<file path="src/rtl/shift_register_seq.sv">
// -----------------------------------------------------------------------------
// shift_register_seq
//
// Command sequencer for an N-bit shift_register datapath. A host hands over
// one command at a time on a valid/ready handshake; each command parallel-loads
// a word into the datapath and then shifts it left or right a number of cycles.
// Completion is flagged with a single-cycle done pulse.
//
// The FSM is Moore-style: every output is a register updated in the same
// always_ff as the state, so nothing on the input side reaches an output
// combinationally.
//
// Optional feature (macro SHIFT_REGISTER_SEQ_PAUSE_EN):
//   Adds a 'pause' input. While in SHIFT, pause=1 holds the datapath
//   (sr_ctrl=00) and freezes the remaining shift count. Without the macro
//   there is no pause port and SHIFT always runs to completion.
//
// Parameters:
//   N   datapath width in bits (>= 2)
//   CW  width of the shift-count field, $clog2(N+1) (derived)
//
// Ports:
//   clk        clock, all state changes on the rising edge
//   reset      asynchronous, active-low reset
//   cmd_valid  command present
//   cmd_ready  sequencer can accept a command (high only in IDLE)
//   cmd_dir    0 = shift right, 1 = shift left
//   cmd_data   word to parallel-load
//   cmd_count  number of shift cycles after the load (values > N act as N)
//   pause      (optional) stall shifting while high
//   sr_ctrl    datapath control: 00 hold, 01 right, 10 left, 11 load
//   sr_data    datapath parallel-load data (last loaded word)
//   busy       command in progress (LOAD, SHIFT, DONE)
//   done       one-cycle pulse when a command completes
// -----------------------------------------------------------------------------
module shift_register_seq #(
  parameter  int N  = 8,
  localparam int CW = $clog2(N + 1)
) (
  input  logic          clk,
  input  logic          reset,
  input  logic          cmd_valid,
  output logic          cmd_ready,
  input  logic          cmd_dir,
  input  logic [N-1:0]  cmd_data,
  input  logic [CW-1:0] cmd_count,
`ifdef SHIFT_REGISTER_SEQ_PAUSE_EN
  input  logic          pause,
`endif
  output logic [1:0]    sr_ctrl,
  output logic [N-1:0]  sr_data,
  output logic          busy,
  output logic          done
);

  // Datapath control encodings.
  typedef enum logic [1:0] {
    CTRL_HOLD  = 2'b00,
    CTRL_RIGHT = 2'b01,
    CTRL_LEFT  = 2'b10,
    CTRL_LOAD  = 2'b11
  } ctrl_e;

  typedef enum logic [1:0] {
    S_IDLE,
    S_LOAD,
    S_SHIFT,
    S_DONE
  } state_e;

  state_e        state;
  logic          dir;
  // Shifts still to be issued to the datapath. Because sr_ctrl is registered,
  // a shift is "issued" at the edge that loads the shift code into sr_ctrl,
  // so the counter is decremented at that same edge. When it reads zero in
  // SHIFT, the last shift cycle is currently on the outputs and the next edge
  // moves to DONE. This yields exactly min(cmd_count, N) shift cycles.
  logic [CW-1:0] count;

  logic [CW-1:0] count_clamped;
  ctrl_e         shift_code;
  logic          stall;

  // NOTE: every variable assigned in an always_comb gets an unconditional
  // value on every path; a missing branch would infer a latch.
  always_comb begin
    count_clamped = cmd_count;
    if (cmd_count > CW'(N)) begin
      count_clamped = CW'(N);
    end
  end

  assign shift_code = dir ? CTRL_LEFT : CTRL_RIGHT;

`ifdef SHIFT_REGISTER_SEQ_PAUSE_EN
  assign stall = pause;
`else
  assign stall = 1'b0;
`endif

  // NOTE: state and output registers use non-blocking assignments so every
  // register samples pre-edge values; blocking assignments here would create
  // order-dependent simulation and mismatch the synthesized flops.
  always_ff @(posedge clk or negedge reset) begin
    if (!reset) begin
      state     <= S_IDLE;
      dir       <= 1'b0;
      count     <= '0;
      sr_ctrl   <= CTRL_HOLD;
      sr_data   <= '0;
      busy      <= 1'b0;
      done      <= 1'b0;
      cmd_ready <= 1'b1;
    end else begin
      // done is a pulse: it is raised only on the edge entering DONE.
      done <= 1'b0;

      case (state)
        S_IDLE: begin
          if (cmd_valid) begin
            state     <= S_LOAD;
            sr_data   <= cmd_data;
            dir       <= cmd_dir;
            count     <= count_clamped;
            sr_ctrl   <= CTRL_LOAD;
            busy      <= 1'b1;
            cmd_ready <= 1'b0;
          end
        end

        S_LOAD: begin
          if (count == '0) begin
            state   <= S_DONE;
            sr_ctrl <= CTRL_HOLD;
            done    <= 1'b1;
          end else begin
            state   <= S_SHIFT;
            sr_ctrl <= shift_code;
            count   <= count - 1'b1;
          end
        end

        S_SHIFT: begin
          if (count == '0) begin
            state   <= S_DONE;
            sr_ctrl <= CTRL_HOLD;
            done    <= 1'b1;
          end else if (stall) begin
            // Hold the datapath; remaining count is left untouched.
            sr_ctrl <= CTRL_HOLD;
          end else begin
            sr_ctrl <= shift_code;
            count   <= count - 1'b1;
          end
        end

        S_DONE: begin
          state     <= S_IDLE;
          sr_ctrl   <= CTRL_HOLD;
          busy      <= 1'b0;
          cmd_ready <= 1'b1;
        end

        default: begin
          state     <= S_IDLE;
          sr_ctrl   <= CTRL_HOLD;
          busy      <= 1'b0;
          cmd_ready <= 1'b1;
        end
      endcase
    end
  end

`ifndef SYNTHESIS
  // Structural invariants of the registered outputs.
  a_ready_not_busy : assert property (@(posedge clk) disable iff (!reset)
    cmd_ready == !busy);
  a_done_holds : assert property (@(posedge clk) disable iff (!reset)
    done |-> (sr_ctrl == CTRL_HOLD) && busy);
  a_done_pulse : assert property (@(posedge clk) disable iff (!reset)
    done |=> !done);
`endif

endmodule

</file>
<file path="config.mk">
export PLATFORM = sky130hd
export DESIGN_NAME = shift_register_seq
export DESIGN_NICKNAME = d
export VERILOG_FILES = /design/src/rtl/shift_register_seq.sv
export SDC_FILE = /design/constraint.sdc
export NUM_CORES = 1
export LEC_CHECK = 0
export CAP_MARGIN = 20
export CORE_MARGIN = 1.5
export CORE_UTILIZATION = 47
export CTS_BUF_LIST = sky130_fd_sc_hd__clkbuf_16
export CTS_CLUSTER_DIAMETER = 40
export DETAILED_ROUTE_END_ITERATION = 12
export GPL_TIMING_DRIVEN = 0
export PLACE_DENSITY = 0.75
export SLEW_MARGIN = 20
export SYNTH_ARGS = -nofsm -noshare
export SYNTH_HDL_FRONTEND = slang
export SYNTH_SLANG_ARGS = --single-unit
</file>
<file path="constraint.sdc">
create_clock -name clk -period 2.63 [get_ports clk]
set_clock_uncertainty 0.05 [all_clocks]
set_input_delay 0.526 -clock clk [delete_from_list [all_inputs] [get_ports clk]]
set_output_delay 0.526 -clock clk [all_outputs]
set_load 0.05 [all_outputs]
</file>
== Yosys cells after proc, flatten, opt, wreduce, memory -nomap -nowiden ==
Index checks and enable logic that the tools add are counted.
Widths: inputs -> output; s select.

* Register bits: 20
* Input port bits: 16
* Output and inout bits: 13
* Word-level logic and storage cells: 43

* Add/subtract/negate cells: 1
* Magnitude comparators: 1
* Equal/unequal tests: 6
* Multiplexer cells: 18
* Reduce and logical (&&, ||, !) cells: 9

{| class="wikitable"
|+ Operators by type and width
! operator !! number
|-
| $mux 4 || 3
|-
| $mux 2 || 5
|-
| $pmux 2 s4 || 1
|-
| $pmux 4 s2 || 1
|-
| $ne 2x2->1 const B || 3
|-
| $pmux 2 s3 || 1
|-
| $reduce_and 2->1 || 3
|-
| $mux 1 || 5
|-
| $eq 2x2->1 const B || 2
|-
| $gt 4x4->1 const B || 1
|-
| $logic_not 4->1 || 1
|-
| $pmux 1 s2 || 2
|-
| $reduce_bool 2->1 || 2
|-
| $sub 4x1->4 const B || 1
|-
| $reduce_and 3->1 || 1
|-
| $eq 2x1->1 const B || 1
|-
| $logic_not 2->1 || 1
|-
| $reduce_or 2->1 || 1
|}

== Longest topological paths before layout ==
* Depth in word-level cells: 4
* Gate-level depth with buffers: 7
* Mapped depth without buffers: 5

== Least setup slack after synthesis ==
No wires, ideal clock.

* Path kind: register to register
* Start point: reg state[0]
* End point: reg count[0]
* Library setup time: 124 ps
* Arrival: 1,515 ps
* Data required time: 2,456 ps
* Slack: 941 ps
* Stages on the path, launching flop included: 7
* Buffers on the path: 1
* Clock period less this slack: 1,689 ps
* Cells stage by stage: dfrtp_1 -> inv_1 -> ha_1 -> clkbuf_2 -> mux2i_1 -> nor4b_1 -> a211o_1

* Longest elaborated chain between the ends: 4
* Elaborated cells on any way between the ends: 9
* Classes of those cells: 4 x eq/ne; 1 x mux; 4 x reduce/logical

{| class="wikitable"
|+ Ends and longest elaborated chain
! item !! line !! RTL
|-
| start, declared || 71 || <nowiki>state_e state;</nowiki>
|-
| start signal, assigned || 106 || <nowiki>state <= S_IDLE;</nowiki>
|-
| start signal, assigned || 121 || <nowiki>state <= S_LOAD;</nowiki>
|-
| start signal, assigned || 133 || <nowiki>state <= S_DONE;</nowiki>
|-
| $eq 2x2->1 or $eq 2x1->1 (tied branches) || 118 || <nowiki>case (state)</nowiki>
|-
| $reduce_or 2->1 (no source line) || -- ||
|-
| $ne 2x2->1 (no source line) or $reduce_bool 2->1 (tied branches) || -- ||
|-
| $reduce_and 3->1 (no source line) || -- ||
|-
| end signal, assigned || 124 || <nowiki>count <= count_clamped;</nowiki>
|-
| end signal, assigned || 139 || <nowiki>count <= count - 1'b1;</nowiki>
|-
| end signal, assigned || 153 || <nowiki>count <= count - 1'b1;</nowiki>
|-
| end, declared || 78 || <nowiki>logic [CW-1:0] count;</nowiki>
|}

Several ways; a longest one is shown, not always the timed one.
A chain may end at the register's enable or synchronous reset.

== Final worst setup path ==
* Start point: reg cmd_ready
* End point: out cmd_ready

{| class="wikitable"
|+ RTL lines
! item !! line !! RTL
|-
| start, declared || 43 || <nowiki>output logic cmd_ready,</nowiki>
|-
| start signal, assigned || 113 || <nowiki>cmd_ready <= 1'b1;</nowiki>
|-
| start signal, assigned || 127 || <nowiki>cmd_ready <= 1'b0;</nowiki>
|-
| start signal, assigned || 161 || <nowiki>cmd_ready <= 1'b1;</nowiki>
|}

No word-level cell between the ends.

==> out/results.ini <==
[global_route]
grt_pass1_vias = 780
antenna_found_initial = 0
overflow = 0
grt_usage_pct = 17.9
grt_max_degree = 21
grt_pass1_wl_um = 3420

[hold_path]
whs_path_depth = 1
hold-path-endpoint = sr_data[1]
min_from = sr_data[1]
min_path_type = reg -> reg

[worst_setup_path]
cp_cell_sequence = clkdlybuf4s50_1
path_buf_inv = 1
reg2reg_from = state[0]
startpoint_type = register
crit_fanout = 3
crit_family = buffers and inverters
worstSetupEndpointType = output port
rr_endpoint = count[0]
crit_slowest_cell = clkdlybuf4s50_1
crit_required_ns = 2.05
path_class = reg -> out
arrival_ns = 1.59
max_stage_delay_ns = 0.80
crit_cells = 1
rrSetupSlack_ns = 0.72
r2r_cells = 6

[detailed_routing]
viasPerCell = 5.26
wl_um = 1920
route.detailed.drc = 0
vias = 778
drt_iter0_drc = 13
wl_per_cell_um = 12.9
ant_nets = 0
drtPass1Iterations = 4

[timing]
max_freq_mhz = 463
finalCritPeriodShare_pct = 82.2
setup_viol = 0
holdWs_ns = 0.452
rsz0062_at_grt = no
relSlewSlack_pct = 41.1
slew_violations = 0
tightest_slew_ns = 0.881
hold_violations = 0
layout_min_cycle_time_ns = 2.16
tns_ns = 0

[synth]
synth.largest_area_cell = dfrtp_1
synth.area.top_cells = dfrtp_1 (47%), mux2_2 (10%), ha_1 (7.4%), a21oi_1 (3.0%), dfstp_2 (2.6%)
avgSynthCellArea_sq_um = 11.4
yosysUniqueCellTypes = 33
yosys_warnings = 0
synth_top_area_share_pct = 46.9
ys_async_sr_fraction_pct = 100
synth.net_count = 111
synthTopCellsByCount = dfrtp_1 (19), mux2_2 (9), nor2_1 (7)
yosysSeqAreaShare_pct = 49.5
syn_area_sq_um = 1010
synth-main-ff-cell = dfrtp_1
syn_inst = 89
ys_ff_latch = 20
synth_edf_count = 0
synth_most_common_cell = dfrtp_1

[place]
dp.cells = 144
numPortBuffers = 28
gp_congestion = 0.771
hpwlAfterDp_um = 1450

[finish]
final_util_pct = 70.3
final-seq-area_sq_um = 502
fin_nets = 144
area_delta_synth_final_pct = 38.8
multi_input_area_sq_um = 475
instances_no_fill = 148
drive_above_1_share_pct = 14.9
fillCellCount = 161
n_antenna_cell = 0

[run]
max_cap_violations = 0

[die]
die_y_um = 49.4
rows = 16
die_w_um = 49.4
pin_count = 29
core-area_sq_um = 2000
initial_core_util_pct = 50.6
die-area_sq_um = 2440

[clock_tree]
cts_max_path_buffers = 2
clkSinkCount = 20
cts_root_buf = clkbuf_16
post-cts-setup-buffers = 0
cts_tree = yes
clkTransAtPathRegs_ns = 0.05
clock_latency_ns = 0.25
cts.hold.buffers_added = 0
numCtsBuffers = 3
ctsResizeCount = 0
h-tree-depth = 1

[status]
status = finished clean

layer usage:
metal	vias to the layer above	global-route usage (%)	part of all wire, %
li1	377	-	-
met3	2	3.37	5.1
met1	377	23.0	46
met2	22	30.0	48
met5	-	0	0
met4	0	6.94	0.73
how the worst max path moves through the flow:
stage / slack, ns / end / from
3_5_place_dp: 0.62 / count[0] / cmd_valid
5_1_grt: 0.44 / cmd_ready / cmd_ready
4_1_cts: 0.46 / cmd_ready / cmd_ready
2_1_floorplan: 0.94 / count[0] / state[0]
6_report: 0.47 / cmd_ready / cmd_ready
3_3_place_gp: 0.65 / state[1] / cmd_valid
cell type report:
type,count,area share (%)
tap,27,2.40
clock inverter,1,0.267
buffer,3,0.979
multi-input combinational,60,33.8
timing repair buffer,28,19.9
sequential,20,35.7
inverter,6,1.60
clock buffer,3,5.34
worst register-to-register path, delay by kind of cell, from the launching register on:
family / cells / cell delay, ns
buffers and inverters: 2 / 0.27
muxes: 1 / 0.40
adders and majority gates: 1 / 0.29
and+or+nand+nor: 1 / 0.11
AOI/OAI and AO/OA: 1 / 0.29
DFF: 1 / 0.39
sequential cells by signal, summed over array words and instances (netlist names):
name,count
busy,1
dir,1
sr_data,8
cmd_ready,1
sr_ctrl,2
count,4
done,1
state,2
layout by cell type, fill, tap and decap left out, drive strengths merged:
cell and instances:
a211o 1, a211oi 2, a21o 1, a21oi 7, a2bb2oi 1, a31o 1
a31oi 1, and2 1, and2b 2, buf 1, clkbuf 5, clkdlybuf4s50 28
clkinv 1, dfrtp 19, dfstp 1, ha 6, inv 6, mux2 10
mux2i 2, nand2 2, nand2b 2, nand3 1, nand3b 1, nor2 7
nor3 1, nor3b 3, nor4b 2, o21ai 3, o2bb2ai 1, or3b 1
xor2 1
cells by family (layout without fill, tap and decap cells):
group / count (synthesis) / in the layout / synth area share (%)
and+or+nand+nor: 23 / 23 / 13.5
DFF: 20 / 20 / 49.5
AOI/OAI and AO/OA: 18 / 18 / 12.1
muxes: 12 / 12 / 13.1
buffers and inverters: 9 / 41 / 3.58
adders and majority gates: 6 / 6 / 7.41
xor gates and xnor gates: 1 / 1 / 0.864
per-stage QoR:
stage / instance area (sq um) / setup slack (ns)
after global placement: 1330 / 0.648
final: 1410 / 0.468
after detailed placement: 1330 / 0.615
after CTS: 1410 / 0.462
after global routing: 1410 / 0.435
after floorplan: 1010 / 0.941
Power is not shown: default switching activity piles up to over one toggle a cycle in this logic, so the estimate is an artifact.
